[config.mk]
export PLATFORM = sky130hd
export DESIGN_NAME = fpu_multiplier_pipelined
export DESIGN_NICKNAME = d
export VERILOG_FILES = /design/src/rtl/fpu_pkg.sv /design/src/rtl/fpu_mul_round.sv /design/src/rtl/fpu_multiplier_pipelined.sv
export SDC_FILE = /design/constraint.sdc
export NUM_CORES = 2
export LEC_CHECK = 0
export CAP_MARGIN = 20
export CELL_PAD_IN_SITES_DETAIL_PLACEMENT = 1
export CELL_PAD_IN_SITES_GLOBAL_PLACEMENT = 1
export CORE_MARGIN = 4
export CORE_UTILIZATION = 53
export CTS_BUF_LIST = sky130_fd_sc_hd__clkbuf_16
export CTS_CLUSTER_DIAMETER = 120
export DETAILED_ROUTE_END_ITERATION = 16
export GPL_ROUTABILITY_DRIVEN = 1
export HOLD_SLACK_MARGIN = 0.06
export PLACE_DENSITY = 0.95
export SYNTH_ARGS = -nofsm -noshare
export SYNTH_HDL_FRONTEND = slang
export SYNTH_SLANG_ARGS = --single-unit
[constraint.sdc]
create_clock -name clk -period 20.5 [get_ports clk]
set_input_delay 3.075 -clock clk [delete_from_list [all_inputs] [get_ports clk]]
set_output_delay 3.075 -clock clk [all_outputs]
set_load 0.01 [all_outputs]
[src/rtl/fpu_pkg.sv]
// rtl/fpu_pkg.sv - shared FPU constants, operand classes and flag indices
package fpu_pkg;

    typedef enum logic [1:0] {
        ZERO = 2'd0,
        INF  = 2'd1,
        NAN  = 2'd2,
        NORM = 2'd3
    } fp_class_t;

    localparam int FLAG_INEXACT   = 0;
    localparam int FLAG_UNDERFLOW = 1;
    localparam int FLAG_OVERFLOW  = 2;
    localparam int FLAG_INVALID   = 3;

    function automatic int fp_bias(input int exp_w);
        return (1 << (exp_w - 1)) - 1;
    endfunction

    // Canonical quiet NaN {0, all-ones exponent, 1, 0..0}; callers truncate to their width.
    function automatic logic [63:0] fp_qnan(input int exp_w, input int man_w);
        logic [63:0] q;
        q = ((64'd1 << exp_w) - 64'd1) << man_w;
        q = q | (64'd1 << (man_w - 1));
        return q;
    endfunction

endpackage

[src/rtl/fpu_mul_round.sv]
// rtl/fpu_mul_round.sv - combinational normalise, round-to-nearest-even and pack stage
module fpu_mul_round
    import fpu_pkg::*;
#(
    parameter int EXP_W = 8,
    parameter int MAN_W = 23
) (
    input  logic [2*MAN_W+1:0]       product,
    input  logic signed [EXP_W+1:0]  esum,
    input  logic                     sign,
    input  fp_class_t                cls,
    output logic [EXP_W+MAN_W:0]     result,
    output logic [3:0]               flags
);

    localparam int PW = 2 * MAN_W + 2;
    localparam int SW = EXP_W + 2;
    localparam logic [EXP_W+MAN_W:0] QNAN    = (EXP_W + MAN_W + 1)'(fp_qnan(EXP_W, MAN_W));
    localparam logic signed [SW-1:0] EXP_MAX = SW'((1 << EXP_W) - 1);

    logic [PW-1:0]          norm;
    logic signed [SW-1:0]   exp_n;
    logic signed [SW-1:0]   exp_r;
    logic [MAN_W:0]         mant;
    logic                   guard;
    logic                   rnd;
    logic                   sticky;
    logic                   round_up;
    logic [MAN_W+1:0]       rounded;
    logic [MAN_W-1:0]       frac;

    always_comb begin
        // A set MSB means the product is in [2,4): keep it as-is and bump the exponent,
        // otherwise shift left so the hidden bit always sits at the top.
        norm     = product[PW-1] ? product : {product[PW-2:0], 1'b0};
        exp_n    = esum + (product[PW-1] ? SW'(1) : SW'(0));
        mant     = norm[PW-1 -: MAN_W+1];
        guard    = norm[MAN_W];
        rnd      = norm[MAN_W-1];
        sticky   = |norm[MAN_W-2:0];
        round_up = guard & (rnd | sticky | mant[0]);
        rounded  = {1'b0, mant} + {{(MAN_W+1){1'b0}}, round_up};
        exp_r    = exp_n + (rounded[MAN_W+1] ? SW'(1) : SW'(0));
        frac     = rounded[MAN_W+1] ? rounded[MAN_W:1] : rounded[MAN_W-1:0];

        result = '0;
        flags  = '0;
        if (cls == NAN) begin
            result              = QNAN;
            flags[FLAG_INVALID] = 1'b1;
        end else if (cls == INF) begin
            result = {sign, {EXP_W{1'b1}}, {MAN_W{1'b0}}};
        end else if (cls == ZERO) begin
            result = {sign, {(EXP_W+MAN_W){1'b0}}};
        end else if (exp_r >= EXP_MAX) begin
            result               = {sign, {EXP_W{1'b1}}, {MAN_W{1'b0}}};
            flags[FLAG_OVERFLOW] = 1'b1;
            flags[FLAG_INEXACT]  = 1'b1;
        end else if (exp_r <= 0) begin
            result                = {sign, {(EXP_W+MAN_W){1'b0}}};
            flags[FLAG_UNDERFLOW] = 1'b1;
            flags[FLAG_INEXACT]   = 1'b1;
        end else begin
            result              = {sign, exp_r[EXP_W-1:0], frac};
            flags[FLAG_INEXACT] = guard | rnd | sticky;
        end
    end

endmodule

[src/rtl/fpu_multiplier_pipelined.sv]
// rtl/fpu_multiplier_pipelined.sv - three-stage IEEE-754 multiplier with valid/ready handshake
module fpu_multiplier_pipelined
    import fpu_pkg::*;
#(
    parameter int EXP_W = 8,
    parameter int MAN_W = 23,
    parameter int TAG_W = 4
) (
    input  logic                     clk,
    input  logic                     rst_n,
    input  logic                     in_valid,
    output logic                     in_ready,
    input  logic [EXP_W+MAN_W:0]     in_a,
    input  logic [EXP_W+MAN_W:0]     in_b,
    input  logic [TAG_W-1:0]         in_tag,
    output logic                     out_valid,
    input  logic                     out_ready,
    output logic [EXP_W+MAN_W:0]     out_result,
    output logic [TAG_W-1:0]         out_tag,
    output logic [3:0]               out_flags
);

    localparam int W    = 1 + EXP_W + MAN_W;
    localparam int SW   = EXP_W + 2;
    localparam int PW   = 2 * MAN_W + 2;
    localparam int BIAS = fp_bias(EXP_W);

    function automatic fp_class_t classify(input logic [EXP_W-1:0] e, input logic [MAN_W-1:0] f);
        if (e == '0)
            return ZERO;
        if (e == '1)
            return (f == '0) ? INF : NAN;
        return NORM;
    endfunction

    logic                   advance;
    fp_class_t              cls_a;
    fp_class_t              cls_b;
    fp_class_t              cls_c;
    logic signed [SW-1:0]   esum_c;

    logic                   s1_valid;
    logic                   s1_sign;
    fp_class_t              s1_cls;
    logic signed [SW-1:0]   s1_esum;
    logic [MAN_W:0]         s1_man_a;
    logic [MAN_W:0]         s1_man_b;
    logic [TAG_W-1:0]       s1_tag;

    logic                   s2_valid;
    logic                   s2_sign;
    fp_class_t              s2_cls;
    logic signed [SW-1:0]   s2_esum;
    logic [PW-1:0]          s2_product;
    logic [TAG_W-1:0]       s2_tag;

    logic [W-1:0]           rnd_result;
    logic [3:0]             rnd_flags;

    // One global enable: every stage moves only when the output slot can take a result.
    assign in_ready = !out_valid | out_ready;
    assign advance  = in_ready;

    always_comb begin
        cls_a  = classify(in_a[W-2:MAN_W], in_a[MAN_W-1:0]);
        cls_b  = classify(in_b[W-2:MAN_W], in_b[MAN_W-1:0]);
        esum_c = SW'(in_a[W-2:MAN_W]) + SW'(in_b[W-2:MAN_W]) - SW'(BIAS);
        if (cls_a == NAN || cls_b == NAN || (cls_a == ZERO && cls_b == INF) ||
            (cls_a == INF && cls_b == ZERO))
            cls_c = NAN;
        else if (cls_a == INF || cls_b == INF)
            cls_c = INF;
        else if (cls_a == ZERO || cls_b == ZERO)
            cls_c = ZERO;
        else
            cls_c = NORM;
    end

    fpu_mul_round #(
        .EXP_W (EXP_W),
        .MAN_W (MAN_W)
    ) u_round (
        .product (s2_product),
        .esum    (s2_esum),
        .sign    (s2_sign),
        .cls     (s2_cls),
        .result  (rnd_result),
        .flags   (rnd_flags)
    );

    always_ff @(posedge clk) begin
        if (!rst_n) begin
            s1_valid   <= 1'b0;
            s1_sign    <= 1'b0;
            s1_cls     <= ZERO;
            s1_esum    <= '0;
            s1_man_a   <= '0;
            s1_man_b   <= '0;
            s1_tag     <= '0;
            s2_valid   <= 1'b0;
            s2_sign    <= 1'b0;
            s2_cls     <= ZERO;
            s2_esum    <= '0;
            s2_product <= '0;
            s2_tag     <= '0;
            out_valid  <= 1'b0;
            out_result <= '0;
            out_tag    <= '0;
            out_flags  <= '0;
        end else if (advance) begin
            s1_valid   <= in_valid;
            s1_sign    <= in_a[W-1] ^ in_b[W-1];
            s1_cls     <= cls_c;
            s1_esum    <= esum_c;
            s1_man_a   <= {1'b1, in_a[MAN_W-1:0]};
            s1_man_b   <= {1'b1, in_b[MAN_W-1:0]};
            s1_tag     <= in_tag;

            s2_valid   <= s1_valid;
            s2_sign    <= s1_sign;
            s2_cls     <= s1_cls;
            s2_esum    <= s1_esum;
            s2_product <= s1_man_a * s1_man_b;
            s2_tag     <= s1_tag;

            out_valid  <= s2_valid;
            out_result <= rnd_result;
            out_tag    <= s2_tag;
            out_flags  <= rnd_flags;
        end
    end

endmodule

==> results.md <==
- Outcome: finished, final reports clean
- WP data required: 20,920 ps
- Layout cells sized above 1: 3.68%
- Maximum vdd ir drop: 99.3 µV
- Post-CTS Hold Fix Bufs: 0
- Multi-input logic area: 20,500 µm²
- Ys flop type: dfxtp_1
- Compound-Gate Fraction of Synth Area: 9.54%
- Initial DRC Count: 2,286
- Pins Over Slew Limit: 0
- Synth Area in Adders: 45.0%
- Nets: 3,938
- Avg Cell Area, Syn: 8.43 µm²
- Core Util, Final: 58.3%
- Worst Hold Class: reg -> reg
- Synth top area cells: fa_1 36%, dfxtp_1 13%, ha_1 8.9%
- Power Dens Cells: 84.0 nW/µm²
- Post-synthesis instance total: 3,181
- Max Freq: 115 MHz
- HP Start: s2_tag[3]$_SDFFE_PN0P_
- Critical path buffers and inverters: 4
- CTS H-tree lvls: 4
- Slew @ Worst Pin: 1230 ps
- Multiplexer area fraction after synthesis: 0.313%
- Std-Cell Rows: 82
- Main combinational cell family by area after synthesis: adder cells
- Core ar.: 50,100 µm²
- Most frequent cells in the layout: 588 x nand2_1, 585 x inv_1, 484 x fa_1, 298 x and2_1, 191 x ha_1
- Slew HR: 17.7%
- CTS Buf Count: 17
- Sequential share of the synthesized area: 12.8%
- Residual overflow from global routing: 0
- P_leak: 13.9 nW
- Worst setup margin: 11,790 ps
- Seq cells post-synth: 172
- FF-to-FF setup slack: 11,790 ps
- CP Capture Type: flop
- Final period util: 42.5%
- Post-synth EDFFs: 0
- Simple-gate share of the synthesized area: 19.4%
- Synth area leader: fa_1
- Via Count: 24,700
- Final hold slack: 464 ps
- Synth Warn #: 0
- Clk Latency, worst-skew pair: 510 ps
- First-pass GRT wire length: 165,000 µm
- Reg area: 3450 µm²
- Routed Antenna Nets: 0
- Max stage delay on crit path: 1120 ps
- PostCTS Resize Cnt: 0
- Syn Nets: 3,928
- Arrival time worst endpoint: 9130 ps
- Min-Delay Endpoint: s2_tag[3]$_SDFFE_PN0P_
- # IOs: 114
- Cell Chain, Critical Path: and2_1 -> fa_1 -> fa_1 -> inv_1 -> fa_1 -> fa_1 -> inv_1 -> fa_1 -> fa_1 -> inv_1 -> fa_1 -> inv_1 -> ha_1 -> a21o_1 -> a21o_1 -> nor2_1 -> o211ai_1 -> a31oi_1 -> nor3_1 -> a41oi_1 -> xnor2_1 -> nand2_1 -> a21oi_1
- Critical Path Source Type: flop
- Setup TNS Final: 0 ps
- CTS tree: built
- Pre-CTS WS: 12,170 ps
- Cell mode on critical path: fa_1
- Initial core utilization: 53.6%
- Pre-antenna DRT Iters: 8
- RD Place Congestion: 0.925
- Synth Area in XOR/XNOR: 2.25%
- Vias/cell: 6.38
- Antenna violations before repair: 5
- Die H: 233 µm
- Commonest non-fill, non-tap cell in the layout: nand2_1
- Final WL: 108,000 µm
- MaxCap Viol Count: 0
- Clock slew at reported path FFs: 80 ps
- Root Buffer: clkbuf_16
- Distinct cells, synth: 72
- Reg2reg start: s1_man_b[6]$_SDFFE_PN0P_
- CP max-delay cell: dfxtp_1
- Hold path cells: 2
- Clock Sink Count: 172
- Area Overhead vs Synth: 8.90%
- Setup Viol. Count Final: 0
- Hpwl dp: 74,000 µm
- Fillers: 5,961
- Post-Route Skew: 29.8 ps
- Post-CTS setup buffers: 0
- Synth top area share: 36.1%
- Tot GR Track Use: 40.3%
- Die X: 233 µm
- Clock Path Buffers: 2
- Crit-path leading delay family: adder cells
- Crit Path Class: reg -> reg
- # port buffers: 113
- Post-synth ARST share: 0%
- Max Fanout on Critical Path: 25
- R2r worst-path depth: 23
- WL/cell: 27.8 µm
- Tmin final: 8710 ps
- Die Area: 54,300 µm²
- Syn Std Cell Area: 26,800 µm²
- Final Hold Viols: 0
- Critical path depth: 23
- Worst r2r dst: s2_product[42]$_SDFFE_PN0P_
- Unrepaired setup endpoints after global routing: false
- Residual DRC: 0
- Vias in the first global route: 29,100
- Pin count of the biggest net entering global routing: 94
[sequential cells by signal, indices dropped and copies added, names as in the netlist]
register / cells
s1_cls: 2
s2_valid: 1
out_flags: 4
s2_product: 48
s2_esum: 10
s2_cls: 2
s1_tag: 4
s2_tag: 4
out_tag: 4
s1_esum: 10
out_result: 32
s1_valid: 1
s2_sign: 1
s1_man_a: 24
out_valid: 1
s1_man_b: 23
s1_sign: 1
[through the flow]
step	total power [mW]	cells	cell area (µm²)
2_1_floorplan	1.41	3181	26800
3_3_place_gp	1.78	3835	28400
3_5_place_dp	1.94	3835	28400
4_1_cts	2.37	3867	29000
5_1_grt	2.57	3877	29200
6_report	2.45	3879	29200
[Yosys cell counts (27+ instances only)]
cell,number
nand2_1,588
fa_1,484
xnor2_1,46
nor2_1,76
nand3_1,27
a21o_1,36
dfxtp_1,172
inv_1,583
clkbuf_1,157
o21ai_0,67
ha_1,191
a21oi_1,180
and2_1,298
[final cells by class]
class | count | area share, %
Multi-Input combinational cell | 2255 | 70.3
Sequential cell | 172 | 11.8
Inverter | 586 | 7.56
Timing Repair Buffer | 159 | 5.43
Tap cell | 672 | 2.88
Clock buffer | 17 | 1.46
Clock inverter | 15 | 0.523
Antenna cell | 3 | 0.0257
[tightest hold or removal path, stage by stage, from the launching register on]
cell and delay (ps):
dfxtp_1 320, nand2_1 50, a21oi_1 50
[worst max-delay path by stage]
stage                                         from                           to
final                     s1_man_b[6]$_SDFFE_PN0P_  s2_product[42]$_SDFFE_PN0P_
after global routing      s1_man_b[6]$_SDFFE_PN0P_  s2_product[42]$_SDFFE_PN0P_
after CTS                                out_ready                     in_ready
after detailed placement                 out_ready                     in_ready
after global placement                   out_ready                     in_ready
after floorplan                          out_ready                     in_ready
[power breakdown]
group          internal [mW]  switching (mW)
registers              0.382          0.0706
logic                  0.582            1.07
clock network          0.172           0.180
[cells by family after synthesis]
kind of cell,after synthesis
xor gates and xnor gates,69
adders and majority gates,675
AOI/OAI and AO/OA,410
buffers and inverters,754
muxes,8
and+or+nand+nor,1093
DFF,172
[routing by layer]
| layer | share of wire [%] | GRT usage, % | vias up |
|---|---|---|---|
| li1 | - | - | 9759 |
| met1 | 31 | 39.8 | 12300 |
| met2 | 48 | 67.2 | 1741 |
| met3 | 8.5 | 11.7 | 913 |
| met4 | 12 | 38.7 | 6 |
| met5 | 0.039 | 0.368 | - |
Note: power is estimated with default switching activity, not from simulation.
